File: src/rtl/row_min_ctrl_if.sv
// SRAM read port and FindMin handshake bundle for row_min_ctrl.
// master = row_min_ctrl side, slave = SRAM/FindMin side.
interface row_min_ctrl_if #(
  parameter int unsigned ADDR_W = 8,
  parameter int unsigned LANES  = 8
);
  logic                  mem_rd_en;
  logic [ADDR_W-1:0]     mem_addr;
  logic [15:0]           mem_rd_data;
  logic [LANES*16-1:0]   fm_numbers;
  logic                  fm_start;
  logic                  fm_done;
  logic [15:0]           fm_result;

  modport master (
    output mem_rd_en, mem_addr, fm_numbers, fm_start,
    input  mem_rd_data, fm_done, fm_result
  );

  modport slave (
    input  mem_rd_en, mem_addr, fm_numbers, fm_start,
    output mem_rd_data, fm_done, fm_result
  );
endinterface

File: src/rtl/row_min_ctrl.sv
// Row-minimum sequencer: streams an SRAM row through a shared 8-lane FindMin unit
// chunk by chunk. Optional macro ROW_MIN_CHUNK_IDX_EN adds the min_chunk index output.
module row_min_ctrl #(
  parameter int unsigned ADDR_W = 8,
  parameter int unsigned LANES  = 8
) (
  input  logic              clk,
  input  logic              rst_n,
  input  logic              start,
  input  logic [ADDR_W-1:0] base_addr,
  input  logic [ADDR_W:0]   len,
  output logic              busy,
  output logic              done,
  output logic              err,
  output logic [15:0]       row_min,
  row_min_ctrl_if.master    bus
`ifdef ROW_MIN_CHUNK_IDX_EN
  ,
  output logic [ADDR_W-3:0] min_chunk
`endif
);

  localparam int unsigned DATA_W = 16;
  localparam int unsigned NUM_W  = LANES * DATA_W;
  localparam int unsigned SEL_W  = $clog2(LANES);
  localparam int unsigned CNT_W  = SEL_W + 1;
  localparam int unsigned LEN_W  = ADDR_W + 1;
  localparam logic [DATA_W-1:0] MAX_POS = 16'h7FFF;

  typedef enum logic [2:0] {
    S_IDLE,
    S_FETCH,
    S_CALC,
    S_GAP,
    S_FIN
  } state_t;

  state_t state_q, state_d;

  logic [CNT_W-1:0]  cnt_q, cnt_d;
  logic [CNT_W-1:0]  nwords_q, nwords_d;
  logic [LEN_W-1:0]  remaining_q, remaining_d;
  logic [ADDR_W-1:0] rd_ptr_q, rd_ptr_d;
  logic [NUM_W-1:0]  lanes_q, lanes_d;
  logic [DATA_W-1:0] run_min_q, run_min_d;
  logic [DATA_W-1:0] res_q, res_d;
  logic              empty_q, empty_d;
  logic              busy_q, busy_d;
  logic              done_q, done_d;
  logic              err_q, err_d;
  logic [DATA_W-1:0] row_min_q, row_min_d;
  logic              rd_en_q, rd_en_d;
  logic [ADDR_W-1:0] addr_q, addr_d;
  logic              fm_start_q, fm_start_d;

  logic              load;
  logic [LEN_W-1:0]  load_rem;
  logic [ADDR_W-1:0] load_ptr;
  logic [SEL_W-1:0]  lane_sel;

`ifdef ROW_MIN_CHUNK_IDX_EN
  logic [ADDR_W-3:0] chunk_idx_q, chunk_idx_d;
  logic [ADDR_W-3:0] min_chunk_q, min_chunk_d;
`endif

  // Words in the next chunk: a full set of lanes, or whatever is left of the row.
  function automatic logic [CNT_W-1:0] chunk_words(input logic [LEN_W-1:0] rem);
    if (rem >= LEN_W'(LANES)) begin
      chunk_words = CNT_W'(LANES);
    end else begin
      chunk_words = rem[CNT_W-1:0];
    end
  endfunction

  always_ff @(posedge clk or negedge rst_n) begin : state_reg
    if (!rst_n) begin
      state_q <= S_IDLE;
    end else begin
      state_q <= state_d;
    end
  end

  always_comb begin : next_state
    state_d     = state_q;
    cnt_d       = cnt_q;
    nwords_d    = nwords_q;
    remaining_d = remaining_q;
    rd_ptr_d    = rd_ptr_q;
    lanes_d     = lanes_q;
    run_min_d   = run_min_q;
    res_d       = res_q;
    empty_d     = empty_q;
    busy_d      = busy_q;
    done_d      = 1'b0;
    err_d       = err_q;
    row_min_d   = row_min_q;
    rd_en_d     = 1'b0;
    addr_d      = '0;
    fm_start_d  = 1'b0;
    load        = 1'b0;
    load_rem    = remaining_q;
    load_ptr    = rd_ptr_q;
    lane_sel    = SEL_W'(cnt_q - CNT_W'(1));
`ifdef ROW_MIN_CHUNK_IDX_EN
    chunk_idx_d = chunk_idx_q;
    min_chunk_d = min_chunk_q;
`endif

    unique case (state_q)
      S_IDLE: begin
        if (start) begin
          busy_d    = 1'b1;
          err_d     = 1'b0;
          run_min_d = MAX_POS;
`ifdef ROW_MIN_CHUNK_IDX_EN
          chunk_idx_d = '0;
          min_chunk_d = '0;
`endif
          if (len == '0) begin
            empty_d = 1'b1;
            state_d = S_FIN;
          end else begin
            empty_d  = 1'b0;
            load     = 1'b1;
            load_rem = len;
            load_ptr = base_addr;
          end
        end
      end

      // Read in cycles 0..nwords-1, capture one cycle behind into lane cnt-1.
      S_FETCH: begin
        if (cnt_q != '0) begin
          lanes_d[{lane_sel, 4'b0000} +: DATA_W] = bus.mem_rd_data;
        end
        if (cnt_q == nwords_q) begin
          state_d    = S_CALC;
          fm_start_d = 1'b1;
        end else begin
          cnt_d = cnt_q + CNT_W'(1);
          if ((cnt_q + CNT_W'(1)) < nwords_q) begin
            rd_en_d  = 1'b1;
            addr_d   = rd_ptr_q;
            rd_ptr_d = rd_ptr_q + ADDR_W'(1);
          end
        end
      end

      S_CALC: begin
        fm_start_d = 1'b1;
        if (bus.fm_done) begin
          res_d      = bus.fm_result;
          fm_start_d = 1'b0;
          state_d    = S_GAP;
        end
      end

      S_GAP: begin
        if ($signed(res_q) < $signed(run_min_q)) begin
          run_min_d = res_q;
`ifdef ROW_MIN_CHUNK_IDX_EN
          min_chunk_d = chunk_idx_q;
`endif
        end
`ifdef ROW_MIN_CHUNK_IDX_EN
        chunk_idx_d = chunk_idx_q + (ADDR_W-2)'(1);
`endif
        if (remaining_q != '0) begin
          load = 1'b1;
        end else begin
          state_d = S_FIN;
        end
      end

      S_FIN: begin
        done_d    = 1'b1;
        busy_d    = 1'b0;
        err_d     = empty_q;
        row_min_d = run_min_q;
        state_d   = S_IDLE;
      end

      default: state_d = S_IDLE;
    endcase

    // Chunk setup shared by the IDLE and GAP entries into FETCH.
    if (load) begin
      nwords_d    = chunk_words(load_rem);
      remaining_d = load_rem - LEN_W'(nwords_d);
      cnt_d       = '0;
      lanes_d     = {LANES{MAX_POS}};
      rd_en_d     = 1'b1;
      addr_d      = load_ptr;
      rd_ptr_d    = load_ptr + ADDR_W'(1);
      state_d     = S_FETCH;
    end
  end

  always_ff @(posedge clk or negedge rst_n) begin : data_regs
    if (!rst_n) begin
      cnt_q       <= '0;
      nwords_q    <= '0;
      remaining_q <= '0;
      rd_ptr_q    <= '0;
      lanes_q     <= '0;
      run_min_q   <= '0;
      res_q       <= '0;
      empty_q     <= 1'b0;
      busy_q      <= 1'b0;
      done_q      <= 1'b0;
      err_q       <= 1'b0;
      row_min_q   <= '0;
      rd_en_q     <= 1'b0;
      addr_q      <= '0;
      fm_start_q  <= 1'b0;
`ifdef ROW_MIN_CHUNK_IDX_EN
      chunk_idx_q <= '0;
      min_chunk_q <= '0;
`endif
    end else begin
      cnt_q       <= cnt_d;
      nwords_q    <= nwords_d;
      remaining_q <= remaining_d;
      rd_ptr_q    <= rd_ptr_d;
      lanes_q     <= lanes_d;
      run_min_q   <= run_min_d;
      res_q       <= res_d;
      empty_q     <= empty_d;
      busy_q      <= busy_d;
      done_q      <= done_d;
      err_q       <= err_d;
      row_min_q   <= row_min_d;
      rd_en_q     <= rd_en_d;
      addr_q      <= addr_d;
      fm_start_q  <= fm_start_d;
`ifdef ROW_MIN_CHUNK_IDX_EN
      chunk_idx_q <= chunk_idx_d;
      min_chunk_q <= min_chunk_d;
`endif
    end
  end

  assign busy           = busy_q;
  assign done           = done_q;
  assign err            = err_q;
  assign row_min        = row_min_q;
  assign bus.mem_rd_en  = rd_en_q;
  assign bus.mem_addr   = addr_q;
  assign bus.fm_numbers = lanes_q;
  assign bus.fm_start   = fm_start_q;
`ifdef ROW_MIN_CHUNK_IDX_EN
  assign min_chunk      = min_chunk_q;
`endif

endmodule

File: src/flat_wrapper.sv
// flat-port wrapper written by rule: the top's interface ports become plain ports
module row_min_ctrl_flat 
#(
  parameter int unsigned ADDR_W = 8,
  parameter int unsigned LANES  = 8
)
  (clk, rst_n, start, base_addr, len, busy, done, err, row_min, bus_mem_rd_en, bus_mem_addr, bus_fm_numbers, bus_fm_start, bus_mem_rd_data, bus_fm_done, bus_fm_result);
  row_min_ctrl_if #(.ADDR_W(ADDR_W), .LANES(LANES)) bus_i ();
  input  logic clk;
  input  logic rst_n;
  input  logic start;
  input  logic [ADDR_W-1:0] base_addr;
  input  logic [ADDR_W:0] len;
  output logic busy;
  output logic done;
  output logic err;
  output logic [15:0] row_min;
  output wire logic [$bits(bus_i.mem_rd_en)-1:0] bus_mem_rd_en;
  output wire logic [$bits(bus_i.mem_addr)-1:0] bus_mem_addr;
  output wire logic [$bits(bus_i.fm_numbers)-1:0] bus_fm_numbers;
  output wire logic [$bits(bus_i.fm_start)-1:0] bus_fm_start;
  input wire logic [$bits(bus_i.mem_rd_data)-1:0] bus_mem_rd_data;
  input wire logic [$bits(bus_i.fm_done)-1:0] bus_fm_done;
  input wire logic [$bits(bus_i.fm_result)-1:0] bus_fm_result;
  assign bus_mem_rd_en = bus_i.mem_rd_en;
  assign bus_mem_addr = bus_i.mem_addr;
  assign bus_fm_numbers = bus_i.fm_numbers;
  assign bus_fm_start = bus_i.fm_start;
  assign bus_i.mem_rd_data = bus_mem_rd_data;
  assign bus_i.fm_done = bus_fm_done;
  assign bus_i.fm_result = bus_fm_result;
  row_min_ctrl #(.ADDR_W(ADDR_W), .LANES(LANES)) u_core (.clk(clk), .rst_n(rst_n), .start(start), .base_addr(base_addr), .len(len), .busy(busy), .done(done), .err(err), .row_min(row_min), .bus(bus_i));
endmodule
File: config.mk
export PLATFORM = sky130hd
export DESIGN_NAME = row_min_ctrl_flat
export DESIGN_NICKNAME = d
export VERILOG_FILES = /design/src/rtl/row_min_ctrl_if.sv /design/src/rtl/row_min_ctrl.sv /design/src/flat_wrapper.sv
export SDC_FILE = /design/constraint.sdc
export NUM_CORES = 1
export LEC_CHECK = 0
export ABC_CLOCK_PERIOD_IN_PS = 4000
export CAP_MARGIN = 20
export CORE_MARGIN = 10
export CORE_UTILIZATION = 55
export CTS_BUF_LIST = sky130_fd_sc_hd__clkbuf_4 sky130_fd_sc_hd__clkbuf_8
export CTS_CLUSTER_DIAMETER = 200
export DETAILED_ROUTE_END_ITERATION = 8
export DONT_BUFFER_PORTS = 1
export PLACE_DENSITY = 0.81
export SETUP_SLACK_MARGIN = 0.02
export SLEW_MARGIN = 0
export SYNTH_ARGS = -nofsm -noshare
export SYNTH_HDL_FRONTEND = slang
export SYNTH_SLANG_ARGS = --single-unit
File: constraint.sdc
create_clock -name clk -period 4 [get_ports clk]
set_clock_uncertainty 0.15 [all_clocks]
set_input_delay 0.4 -clock clk [delete_from_list [all_inputs] [get_ports clk]]
set_output_delay 0.4 -clock clk [all_outputs]
set_load 0.02 [all_outputs]
==> flow_summary.ini <==
[outcome]
status = complete, but fails checks
violations = hold timing

[run]
cap_violations = 0

[finish]
area_growth_pct = 13.9
fill_cells = 1338
fin_nets = 1110
final_cells = 1277
final_layout_size_suffix_gt1_share_pct = 11.8

[logic_synthesis]
yosysUniqueCellTypes = 58
synth_common_cells = nand2_1 (245), dfrtp_1 (218), o211ai_1 (93)
synth_edf_count = 0
ys_top_cells_by_area = dfrtp_1 (55%), nand2_1 (9.3%), o211ai_1 (7.1%)
avgSynthCellArea_um2 = 9.96
synth-compound-area-share_pct = 14.9
synth_mux_area_share_pct = 4.38
synth_xor_area_share_pct = 0.886
synth_warnings = 0
netlist_area_um2 = 9880
synthMostInstantiatedCell = nand2_1
ys_async_sr_fraction_pct = 100
ys_seq_elements = 218
synth_top_family_by_area = simple AND/OR/NAND/NOR gates
synthAdderAreaFrac_pct = 3.54
synth_fp_nets = 1073
yosysTopAreaCell = dfrtp_1
dominantRegCellSynth = dfrtp_1
synth_top_area_share_pct = 55.2
syn_inst = 992
synth_seq_area_share_pct = 55.2
yosys.area_share.simple_pct = 17.3

[floorplanning]
core_area_um2 = 17500
rows = 48
io_pins = 210
die_area_um2 = 23700
initial_core_util_pct = 56.6
die_h_um = 154
die_x_um = 154

[global_routing]
antenna_found_initial = 4
grt_util_all_layers_pct = 22.7
grt_pass1_wl_um = 43800
grt_pass1_vias = 7711
grt_max_degree = 219
grt_overflow = 0

[timing]
rsz0062_at_grt = no
setup_viol = 0
period_needed_ps = 3530
clock.fmax_mhz = 283
max_slew_margin_pct = 36.6
report.final.slew_viol_count = 0
fin_crit_sh_pct = 88.2
worst_pin_slew_ps = 951
setup-tns-final_ps = 0
holdWs_ps = -581
finalHoldViolations = 218

[clock_tree]
post_cts_resized = 0
cts_root_buffer = clkbuf_8
insertion_delay_ps = 530
cts_buffers = 37
cts_hold_buf = 43
clockBufferDepth = 3
cts_tree = yes
cts_max_level = 2
clk_pin_slew_ps = 60
cts.sinks = 218

[drt]
met2_length_um = 13400
routed_via_density = 6.06
drt_iter0_drc = 514
wl_met3_um = 2850
highest-signal-layer = met5
drt-total-wl_um = 28100
via_count = 7745
drc_errors = 0
routedWlPerCell_um = 22.0
drt-met1-wl_um = 11100
firstDrtPassIters = 5
drtAntennaViolNets = 0

[critical_path]
critPathKind = reg2reg
path_cells = or4b_1 > or4_4 > a211oi_2 > nand2b_1 > nand2_1 > ha_1 > a21oi_1 > o21bai_1 > a21oi_1 > o31ai_1
cp_slowest_cell = or4b_1
endpoint_kind = register
worst_setup_path_start_kind = register
crit_top_cell = a21oi_1
crit_path_max_fanout = 12
cp.arrival_ps = 3760
cp_data_required_time_ps = 4230
cpPeakStageDelay_ps = 690

[place]
dp_hpwl_um = 18100
place.gp.congestion = 0.889
numPortBuffers = 0
placed_cells = 1172

[power]
leakagePower_nw = 5.15
power.total_mw = 9.70
cellPowerDensity_nw_per_um2 = 862
ir_drop_mv = 0.578

[worst_hold_path]
hold_path.class = in2async
-- what timing repair did --
item	CTS	global route
hold endpoints to repair	373	218
buffers inserted	0	0
setup endpoints to repair	0	0
-- path summary, 6_finish.rpt --
| path | slack [ps] | to | depth (start not counted) | start |
|---|---|---|---|---|
| worst max-delay path | 470 | u_core.remaining_q[6] | 10 | u_core.state_q[2] |
| worst min-delay path | -580 | u_core.row_min[0] | 0 | rst_n |
| worst max register to register | 470 | u_core.remaining_q[6] | 10 | u_core.state_q[2] |
| worst min register to register | 340 | u_core.err | 2 | u_core.empty_q |
| max in group asynchronous | 3870 | u_core.rd_ptr_q[7] | 0 | rst_n |
| min in group clk | 40 | u_core.bus.fm_numbers[111] | 4 | bus_mem_rd_data[15] |
-- stage by stage --
| step | setup WS, ps | util (%) | cell area [um^2] |
|---|---|---|---|
| after floorplan | 842 | - | 9880 |
| after global routing | 246 | 64.4 | 11300 |
| after detailed placement | 497 | 57.6 | 10100 |
| after CTS | 487 | 64.4 | 11300 |
| final | 472 | 64.4 | 11300 |
| after global placement | 635 | 57.6 | 10100 |
-- critical path, delay by kind of cell (launching register included) --
| kind | cells | cell delay [ps] |
|---|---|---|
| AND/OR/NAND/NOR | 4 | 1560 |
| AO/OA/AOI/OAI | 5 | 930 |
| flip-flops | 1 | 510 |
| adder cells (fa/ha/maj) | 1 | 220 |
-- area by class of cell --
class	instances	area, um^2	area share [%]
clock buffers	56	727	6.46
well taps	225	282	2.50
diodes	1	2.50	0.0222
multi-input cells	681	4080	36.2
inverters	31	116	1.03
flip-flops and latches	218	5460	48.5
clock inverters	5	28.8	0.256
repair buffers	60	571	5.07
-- power breakdown --
part	switching [mW]	internal, mW
clock network	0.886	1.15
registers	1.44	3.01
logic	1.95	1.27
total	4.27	5.43
-- registers in the layout, indices dropped and copies added, names as in the netlist --
| signal | count |
|---|---|
| u_core.row_min | 16 |
| u_core.remaining_q | 9 |
| u_core.bus.fm_start | 1 |
| u_core.run_min_q | 16 |
| u_core.rd_ptr_q | 8 |
| u_core.bus.mem_rd_en | 1 |
| u_core.done | 1 |
| u_core.state_q | 3 |
| u_core.empty_q | 1 |
| u_core.res_q | 16 |
| u_core.cnt_q | 4 |
| u_core.busy | 1 |
| u_core.err | 1 |
| u_core.bus.fm_numbers | 128 |
| u_core.bus.mem_addr | 8 |
| u_core.nwords_q | 4 |
-- cells in the final DEF (no fill, tap or decap), types with 3 or more instances in the layout --
cell type,netlist,final
buf_4,0,16
and3_1,7,7
nor3_1,7,6
inv_1,31,31
o211ai_1,93,93
a21o_1,6,6
xor2_1,5,5
and2_1,4,4
a211o_1,3,3
o22ai_1,6,6
a21oi_1,29,29
nand2_1,245,245
a31oi_1,6,6
xnor2_1,5,5
nor4_1,6,6
mux2i_1,5,5
mux2_2,33,33
clkbuf_4,0,7
dfrtp_1,218,218
a211oi_1,8,8
clkbuf_8,0,49
dlygate4sd3_1,0,43
nand3b_1,3,3
nand2b_1,5,5
nand3_1,53,53
o21ai_0,20,20
nand4_1,4,4
or2_2,4,4
clkinv_2,0,4
o22a_1,15,15
o21ai_1,3,3
nor2b_1,3,3
ha_1,28,28
nor2_1,42,41
-- kinds of logic (layout without fill, tap and decap cells) --
kind of cell               after synthesis  after routing
muxes                                   39             39
AOI/OAI and AO/OA                      208            208
xor gates and xnor gates                10             10
buffers and inverters                   93            152
other                                    1              2
adders and majority gates               28             28
DFF                                    218            218
and+or+nand+nor                        395            395
-- routing by layer --
metal / vias up / track usage, %
met5: - / 0
li1: 3551 / -
met2: 308 / 35.5
met1: 3806 / 27.8
met3: 74 / 8.56
met4: 6 / 8.91
(Power assumes the default switching activity.)
